===== config.mk =====
export PLATFORM = sky130hd
export DESIGN_NAME = pulse_sequencer
export DESIGN_NICKNAME = d
export VERILOG_FILES = /design/src/rtl/pulse_pkg.sv /design/src/rtl/seg_timer.sv /design/src/rtl/pulse_sequencer.sv
export SDC_FILE = /design/constraint.sdc
export NUM_CORES = 1
export LEC_CHECK = 0
export BUFFER_PORTS_ARGS = -buffer_cell sky130_fd_sc_hd__buf_4
export CORE_MARGIN = 1.5
export CORE_UTILIZATION = 42
export CTS_BUF_LIST = sky130_fd_sc_hd__clkbuf_8
export DETAILED_ROUTE_END_ITERATION = 6
export GPL_ROUTABILITY_DRIVEN = 0
export PLACE_DENSITY_LB_ADDON = 0.05
export SLEW_MARGIN = 5
export SYNTH_ARGS = -nofsm -noshare
export SYNTH_HDL_FRONTEND = slang
export SYNTH_SLANG_ARGS = --single-unit

===== constraint.sdc =====
create_clock -name clk -period 9.4 [get_ports clk]
set_input_delay 0.47 -clock clk [delete_from_list [all_inputs] [get_ports clk]]
set_output_delay 0.47 -clock clk [all_outputs]
set_load 0.01 [all_outputs]

===== src/rtl/pulse_pkg.sv =====
// rtl/pulse_pkg.sv - shared types and widths for the pulse sequencer
package pulse_pkg;

    localparam int SEG_W_DEF     = 16;
    localparam int PER_SHIFT_DEF = 14;
    localparam int PARAM_W       = 32;
    localparam int PER_W         = 8;
    localparam int PBL_W         = 8;

    typedef enum logic [2:0] {
        ST_WAIT,
        ST_P1,
        ST_GAP,
        ST_P2,
        ST_BLANK
    } seq_state_t;

    // Natural successor of a segment, ignoring whether that successor is empty.
    function automatic seq_state_t seq_succ(input seq_state_t s, input logic cp);
        case (s)
            ST_P1:    return cp ? ST_GAP : ST_BLANK;
            ST_GAP:   return ST_P2;
            ST_P2:    return ST_BLANK;
            default:  return ST_WAIT;
        endcase
    endfunction

endpackage


===== src/rtl/seg_timer.sv =====
// rtl/seg_timer.sv - loadable down-counter timing one FSM segment
module seg_timer #(
    parameter int SEG_W = 16
) (
    input  logic             clk,
    input  logic             rst,
    input  logic             load,
    input  logic [SEG_W-1:0] value,
    output logic             expire,
    output logic             zero
);

    logic [SEG_W-1:0] cnt;

    always_ff @(posedge clk or posedge rst) begin
        if (rst) begin
            cnt <= '0;
        end else if (load) begin
            cnt <= value;
        end else if (cnt != '0) begin
            cnt <= cnt - SEG_W'(1);
        end
    end

    // expire marks the last cycle of a segment; zero marks an idle/empty timer
    assign expire = (cnt == SEG_W'(1));
    assign zero   = (cnt == '0);

endmodule


===== src/rtl/pulse_sequencer.sv =====
// rtl/pulse_sequencer.sv - period-locked RF pulse / blanking / sync generator
module pulse_sequencer
    import pulse_pkg::*;
#(
    parameter int PER_SHIFT = PER_SHIFT_DEF,
    parameter int SEG_W     = SEG_W_DEF
) (
    input  logic               clk,
    input  logic               rst,
    input  logic [PARAM_W-1:0] per,
    input  logic [PARAM_W-1:0] p1wid,
    input  logic [PARAM_W-1:0] del,
    input  logic [PARAM_W-1:0] p2wid,
    input  logic               pu,
    input  logic               cp,
    input  logic [PBL_W-1:0]   p_bl,
    input  logic               bl,
    output logic               sync_out,
    output logic               pulse_out,
    output logic               block_out,
    output logic               active
);

    localparam int PCNT_W = PER_W + PER_SHIFT;

    logic [PCNT_W-1:0] pcnt;
    logic [PCNT_W-1:0] pcnt_last;
    logic              pcnt_zero;

    logic [PER_W-1:0]  per_sh, per_d, per_eff;
    logic [SEG_W-1:0]  p1_sh, p1_d;
    logic [SEG_W-1:0]  del_sh, del_d;
    logic [SEG_W-1:0]  p2_sh, p2_d;
    logic [PBL_W-1:0]  pbl_sh, pbl_d;
    logic              pu_sh, pu_d, cp_sh, cp_d, bl_sh, bl_d;

    seq_state_t        state, state_nxt;
    logic              tmr_load, tmr_expire, tmr_zero, seg_done;
    logic [SEG_W-1:0]  tmr_value;

    logic              unused_bits;
    assign unused_bits = ^{per[PARAM_W-1:PER_W], p1wid[PARAM_W-1:SEG_W],
                           del[PARAM_W-1:SEG_W], p2wid[PARAM_W-1:SEG_W]};

    function automatic logic [SEG_W-1:0] seg_len(
        input seq_state_t s, input logic [SEG_W-1:0] l1, input logic [SEG_W-1:0] ld,
        input logic [SEG_W-1:0] l2, input logic [PBL_W-1:0] lb);
        case (s)
            ST_P1:    return l1;
            ST_GAP:   return ld;
            ST_P2:    return l2;
            ST_BLANK: return SEG_W'(lb);
            default:  return '0;
        endcase
    endfunction

    // Walk past zero-length segments so an empty state never costs a cycle.
    function automatic seq_state_t skip_empty(
        input seq_state_t s, input logic c, input logic [SEG_W-1:0] l1,
        input logic [SEG_W-1:0] ld, input logic [SEG_W-1:0] l2, input logic [PBL_W-1:0] lb);
        seq_state_t r;
        r = s;
        for (int i = 0; i < 4; i++) begin
            if (r != ST_WAIT && seg_len(r, l1, ld, l2, lb) == '0) begin
                r = seq_succ(r, c);
            end
        end
        return r;
    endfunction

    assign pcnt_zero = (pcnt == '0);

    // Shadow values as they will be after this edge; outputs are computed from these
    // so that sync, pulse and block all rise on the period-start edge.
    assign per_d   = pcnt_zero ? per[PER_W-1:0]   : per_sh;
    assign p1_d    = pcnt_zero ? p1wid[SEG_W-1:0] : p1_sh;
    assign del_d   = pcnt_zero ? del[SEG_W-1:0]   : del_sh;
    assign p2_d    = pcnt_zero ? p2wid[SEG_W-1:0] : p2_sh;
    assign pbl_d   = pcnt_zero ? p_bl             : pbl_sh;
    assign pu_d    = pcnt_zero ? pu               : pu_sh;
    assign cp_d    = pcnt_zero ? cp               : cp_sh;
    assign bl_d    = pcnt_zero ? bl               : bl_sh;

    assign per_eff   = (per_d == '0) ? PER_W'(1) : per_d;
    assign pcnt_last = (PCNT_W'(per_eff) << PER_SHIFT) - PCNT_W'(1);
    assign seg_done  = tmr_expire | tmr_zero;

    always_comb begin
        state_nxt = state;
        if (pcnt_zero) begin
            state_nxt = skip_empty(ST_P1, cp_d, p1_d, del_d, p2_d, pbl_d);
        end else if (state != ST_WAIT && seg_done) begin
            state_nxt = skip_empty(seq_succ(state, cp_d), cp_d, p1_d, del_d, p2_d, pbl_d);
        end
        tmr_load  = pcnt_zero || (state_nxt != state);
        tmr_value = seg_len(state_nxt, p1_d, del_d, p2_d, pbl_d);
    end

    seg_timer #(.SEG_W(SEG_W)) u_seg_timer (
        .clk    (clk),
        .rst    (rst),
        .load   (tmr_load),
        .value  (tmr_value),
        .expire (tmr_expire),
        .zero   (tmr_zero)
    );

    always_ff @(posedge clk or posedge rst) begin
        if (rst) begin
            pcnt   <= '0;
            state  <= ST_WAIT;
            per_sh <= '0;
            p1_sh  <= '0;
            del_sh <= '0;
            p2_sh  <= '0;
            pbl_sh <= '0;
            pu_sh  <= 1'b0;
            cp_sh  <= 1'b0;
            bl_sh  <= 1'b0;
        end else begin
            pcnt   <= (pcnt == pcnt_last) ? '0 : pcnt + PCNT_W'(1);
            state  <= state_nxt;
            per_sh <= per_d;
            p1_sh  <= p1_d;
            del_sh <= del_d;
            p2_sh  <= p2_d;
            pbl_sh <= pbl_d;
            pu_sh  <= pu_d;
            cp_sh  <= cp_d;
            bl_sh  <= bl_d;
        end
    end

    always_ff @(posedge clk or posedge rst) begin
        if (rst) begin
            sync_out  <= 1'b0;
            pulse_out <= 1'b0;
            block_out <= 1'b0;
            active    <= 1'b0;
        end else begin
            sync_out  <= pcnt_zero;
            pulse_out <= pu_d && (state_nxt == ST_P1 || state_nxt == ST_P2);
            block_out <= bl_d && pu_d && (state_nxt != ST_WAIT);
            active    <= (state_nxt != ST_WAIT);
        end
    end

endmodule


After elaboration in Yosys (flattened, before gate mapping)
Cells that the tools add are included.

Register bits: 112. Input bits: 141. Logic and storage cells: 154.

Add/subtract/negate cells: 3. Equality and inequality tests: 38. Multiplexer cells: 62. Bitwise operators: 1. Reduce and logical (&&, ||, !) cells: 35.

Operator list (count): $pmux W16 S4 (8); $mux W16 (17); $logic_not A16 Y1 (9); $pmux W3 S3 (8); $mux W3 (22); $eq A3 B2 Y1 const B (18); $eq A3 B1 Y1 const B (9); $reduce_bool A3 Y1 (9); $eq A3 B3 Y1 const B (8); $mux W8 (3); $add A22 B1 Y22 const B (1); $eq A22 B22 Y1 (1); $logic_not A22 Y1 (1); $mux W22 (1); $sub A22 B1 Y22 const B (1); $eq A16 B1 Y1 const B (1); $reduce_bool A16 Y1 (1); $sub A16 B1 Y16 const B (1); $logic_and A1 B1 Y1 (11); $logic_not A8 Y1 (1); $mux W1 (3); $ne A3 B3 Y1 (1); $logic_or A1 B1 Y1 (2); $reduce_bool A2 Y1 (1); $or A1 B1 Y1 (1).

Logic depth before layout (Yosys ltp)
Depth after elaboration: 45. Gate-level depth with buffers: 17. Mapped depth without buffers: 16.

Hierarchy
From an unflattened synthesis, not the netlist that was laid out.

Cell total of the unflattened synthesis: 725. Area total of the unflattened synthesis: 6383.6 um^2.

Modules (own cells, without submodules): pulse_sequencer (instances 1, cells each 615, area an instance 5377.7 um^2, seq. area each 2402.3 um^2); seg_timer (instances 1, cells each 110, area an instance 1006.0 um^2, seq. area each 400.4 um^2).

Least setup slack after synthesis
Ideal clock, no wire load.

Path type: reg2reg. From: register pcnt[6]. To: register pcnt[14]. Data arrival time: 3662 ps. Data required time: 9281 ps. Path slack: 5619 ps. Cell stages (with the launch flop): 17. Path buffers: 1. Period minus slack after synthesis: 3781 ps. Cells stage by stage: dfrtp_1 -> nor4_2 -> nand4_2 -> nor2_4 -> mux2_2 -> inv_1 -> nand2_1 -> o41ai_1 -> inv_1 -> ha_1 -> inv_1 -> a21bo_2 -> o221ai_1 -> a2111o_1 -> a311oi_4 -> buf_6 -> nor2_1.

Cells in the longest elaborated chain, start to end: 7. Elaborated cells between the ends (all ways): 8.

Ends and longest elaborated chain: start, declared (line pulse_sequencer.sv:26) `logic [PCNT_W-1:0] pcnt;`; start signal, assigned (line pulse_sequencer.sv:121) `pcnt <= (pcnt == pcnt_last) ? '0 : pcnt + PCNT_W'(1);`; $logic_not A22 Y1 (*) (line pulse_sequencer.sv:71) `assign pcnt_zero = (pcnt == '0);`; $mux W8 (*) (line pulse_sequencer.sv:75) `assign per_d = pcnt_zero ? per[PER_W-1:0] : per_sh;`; named net per_d[1] (line pulse_sequencer.sv:30) `logic [PER_W-1:0] per_sh, per_d, per_eff;`; $logic_not A8 Y1 (line pulse_sequencer.sv:84) `assign per_eff = (per_d == '0) ? PER_W'(1) : per_d;`; $mux W8 (*) (line pulse_sequencer.sv:84); $sub A22 B1 Y22 (*) (line pulse_sequencer.sv:85) `assign pcnt_last = (PCNT_W'(per_eff) << PER_SHIFT) - PCNT_W'(1);`; $eq A22 B22 Y1 (*) (line pulse_sequencer.sv:121); $mux W22 (*) (line pulse_sequencer.sv:121).

The timed path passes the listed nets; every way through them passes the cells marked *. A chain may end at the register's enable or synchronous reset.

Final worst setup path
From: register pcnt[14]. To: register pcnt[5].

Cells in the longest elaborated chain, start to end: 7.

Ends and longest elaborated chain (line): $logic_not A22 Y1 (pulse_sequencer.sv:71); $mux W8 (pulse_sequencer.sv:75); $logic_not A8 Y1 (pulse_sequencer.sv:84); $mux W8 (pulse_sequencer.sv:84); $sub A22 B1 Y22 (pulse_sequencer.sv:85); $eq A22 B22 Y1 (*) (pulse_sequencer.sv:121); $mux W22 (*) (pulse_sequencer.sv:121).

Every way passes the cells marked *; elsewhere a longest branch is shown, timed or not.

==> results.py <==
metrics = {
    "floorplan": {
        "die_y_microns": 124,
        "fp-row-count": 44,
        "initial_utilization": 0.428,
        "io_pins": 145,
        "die_w_microns": 124,
        "dieArea_sq_um": 15400,
        "core_region_area_sq_um": 14400,
    },
    "sta": {
        "drv_slew": 0,
        "worst_pin_slew_ps": 990,
        "relSlewSlack": 0.338,
        "rsz0062_at_grt": "false",
        "clock.fmax_mhz": 207,
        "hold_viol_final": 0,
        "finalSetupViolCount": 0,
        "fin_crit_sh": 0.513,
        "fin_setup_tns_ps": 0,
        "fin_crit_ps": 4820,
        "fin_skew_ps": 14.7,
    },
    "cts": {
        "ctsHoldBuffers": 0,
        "post_cts_buffers": 0,
        "cts.sinks": 112,
        "htree_num_levels": 3,
        "cts_tree": "built",
        "clk_path_buf_depth": 2,
        "cts_made_buffers": 9,
        "ctsResizeCount": 0,
        "clk-insertion-delay-late_ps": 390,
        "cts-root-buf": "clkbuf_8",
        "cts.clk_slew.worst_paths_ps": 100,
    },
    "critical_path": {
        "r2r-end": "pcnt[5]$_DFF_PP0_",
        "start_kind": "flop",
        "r2r_slack_ps": 4580,
        "crit_top_cell": "inv_1",
        "startpoint": "pcnt[14]$_DFF_PP0_",
        "reg2reg_from": "pcnt[14]$_DFF_PP0_",
        "cp-endpoint": "pcnt[5]$_DFF_PP0_",
        "end_kind": "flop",
        "required_ps": 9640,
        "critPathMaxFanout": 67,
        "worstPathArrival_ps": 5060,
        "critPathKind": "flop to flop",
        "worstRegToRegCells": 15,
        "cp_slowest_stage_delay_ps": 640,
        "slowest_stage": "a311oi_4",
        "path_cells": "nor4_2 > nand4_2 > nor2_4 > buf_4 > mux2_2 > nand2_1 > o41ai_1 > inv_1 > ha_1 > inv_1 > a21bo_2 > o221ai_1 > a2111o_1 > a311oi_4 > nor2_1",
    },
    "placed_design": {
        "dp_hpwl_microns": 11600,
        "port_buffers": 72,
        "dp_cells": 942,
        "place_area_sq_um": 6850,
    },
    "logic_synthesis": {
        "synth.largest_area_cell": "dfrtp_1",
        "synth_xor_area_frac": 0.0568,
        "avgSynthCellArea_sq_um": 8.69,
        "synthesis.area_sq_um": 6170,
        "synth_edf_count": 0,
        "synth.most_common_cell": "nand2_1",
        "muxShareOfSynthArea": 0.0450,
        "synth-seq-cells": 112,
        "synth_cells": 710,
        "yosysTopAreaCellShare": 0.454,
        "synth_top_family_by_area": "simple AND/OR/NAND/NOR gates",
        "synthFlopType": "dfrtp_1",
        "yosys_warnings": 0,
        "synthSimpleGateAreaFrac": 0.307,
        "synth_compound_area_frac": 0.0935,
        "synth_fa_ha_area_frac": 0.0101,
        "seq_area_frac_synth": 0.454,
        "synth-async-reset-ratio": 1.00,
        "synth_common_cells": "nand2_1, dfrtp_1, nor2_1",
        "syn_nets": 856,
        "synth.distinct_cells": 65,
        "synthTopCellsByArea": "dfrtp_1, nand2_1, mux2i_1",
    },
    "routing": {
        "post_drt_wl_per_cell_microns": 16.6,
        "routed_wl_microns": 15900,
        "ant_nets": 0,
        "routed-via-count": 5193,
        "drtIter0Drc": 234,
        "viasPerCell": 5.42,
        "route.detailed.drc": 0,
        "firstDrtPassIters": 5,
    },
    "power_and_ir_drop": {
        "powerDensity_nw_per_um2": 116,
        "switchingPower_w": 0.000192,
        "power_leakage_nw": 3.13,
        "p_int_w": 0.000627,
        "p_seq_frac": 0.587,
        "ir_drop_uv": 59.0,
        "switching_share": 0.235,
        "p_clk_frac": 0.366,
        "power_frac_comb": 0.047,
        "p_total_w": 0.000820,
    },
    "layout": {
        "fin_nets": 915,
        "post-route-cell-area_sq_um": 7050,
        "area_delta_synth_final_pct": 14.2,
        "layoutNonFillerInstCount": 958,
        "drive_above_1_share": 0.158,
        "diodes": 0,
    },
    "global_route": {
        "grt_pass1_wl_microns": 26700,
        "antenna_found_initial": 0,
        "grt_remaining_overflow": 0,
        "grt_pass1_vias": 5238,
        "grt_start_max_net_pins": 68,
        "globalRouteTotalUtil": 0.216,
    },
    "outcome": {
        "status": "finished clean",
    },
    "hold_path": {
        "hold_path.class": "primary input to asynchronous set/reset pin",
    },
    "flow_run": {
        "cap_violations": 0,
    },
}
==> metrics by stage <==
step                hold slack, ps   util  worst slack [ps]
finish                         177  0.488              4580
detailed placement             451  0.475              4490
global placement               446  0.475              4600
floorplan                      427      -              5620
CTS                            190  0.488              4460
global route                   238  0.488              4140
==> state kept, by name (all words and copies together) (netlist names), 3 cells and up <==
| signal | flops |
|---|---|
| del_sh | 16 |
| p1_sh | 16 |
| p2_sh | 16 |
| pbl_sh | 8 |
| pcnt | 22 |
| per_sh | 8 |
| state | 3 |
| u_seg_timer.cnt | 16 |
==> per-layer routing <==
| layer | routed length [microns] | vias to the layer above | track usage |
|---|---|---|---|
| met5 | 0 | - | 0 |
| met2 | 7960 | 109 | 0.372 |
| met1 | 7210 | 2500 | 0.277 |
| met3 | 517 | 19 | 0.0323 |
| li1 | - | 2565 | - |
| met4 | 229 | 0 | 0.0723 |
==> power groups by stage <==
stage	logic, W	clock network, W	registers (W)
floorplan	0.00000909	0	0.000491
global placement	0.0000388	0	0.000491
detailed placement	0.0000394	0	0.000491
CTS	0.0000396	0.000312	0.000482
global route	0.0000432	0.000332	0.000482
finish	0.0000384	0.000300	0.000481
==> placed cells by master, fill, tap and decap left out, types with 4 or more instances in the layout <==
cell type and count:
a21oi_1 8, inv_1 16, buf_4 77, nor2_1 44, or3_1 4, nor4_2 4
nand3_1 23, dfrtp_1 112, a2bb2oi_1 8, nor4_1 27, a32oi_1 4, o211ai_1 6
xor2_1 16, mux2i_1 21, o21ai_0 18, a211oi_1 6, nor2b_1 7, mux2_2 6
or4_1 6, ha_1 5, and3_1 11, inv_6 4, xnor2_1 24, clkbuf_8 9
nand2_1 226, nor3_1 13, nand4_1 10
==> worst max-delay path: cells and delay by family, from the launching register on <==
kind	cells	cell delay [ps]
AOI/OAI and AO/OA	5	1720
muxes	1	330
buffers and inverters	3	760
and+or+nand+nor	5	1110
adders and majority gates	1	250
DFF	1	460
==> worst min path at each step <==
stage                   startpoint                             end  slack (ps)
2_1_floorplan      bl_sh$_DFF_PP0_                 bl_sh$_DFF_PP0_         430
3_3_place_gp   p1_sh[10]$_DFF_PP0_             p1_sh[10]$_DFF_PP0_         450
3_5_place_dp   p1_sh[15]$_DFF_PP0_             p1_sh[15]$_DFF_PP0_         450
4_1_cts                        rst             per_sh[0]$_DFF_PP0_         190
5_1_grt                        rst  u_seg_timer.cnt[4]$_DFFE_PP0P_         240
6_report                       rst             per_sh[1]$_DFF_PP0_         180
==> final cells by class <==
type,count,area (sq um)
clock buffers,9,124
inverters,18,70.1
flip-flops and latches,112,2800
multi-input cells,551,3160
repair buffers,77,578
clock inverters,7,76.3
well taps,184,230
fillers,1380,7380
==> logic make-up (layout without fill, tap and decap cells) <==
group | count (synthesis) | after routing
AO/OA/AOI/OAI | 77 | 77
multiplexers | 27 | 27
flip-flops | 112 | 112
AND/OR/NAND/NOR | 402 | 402
adder cells (fa/ha/maj) | 5 | 5
buffers and inverters | 47 | 111
XOR/XNOR | 40 | 40
Power figures use the tool's default switching activity.
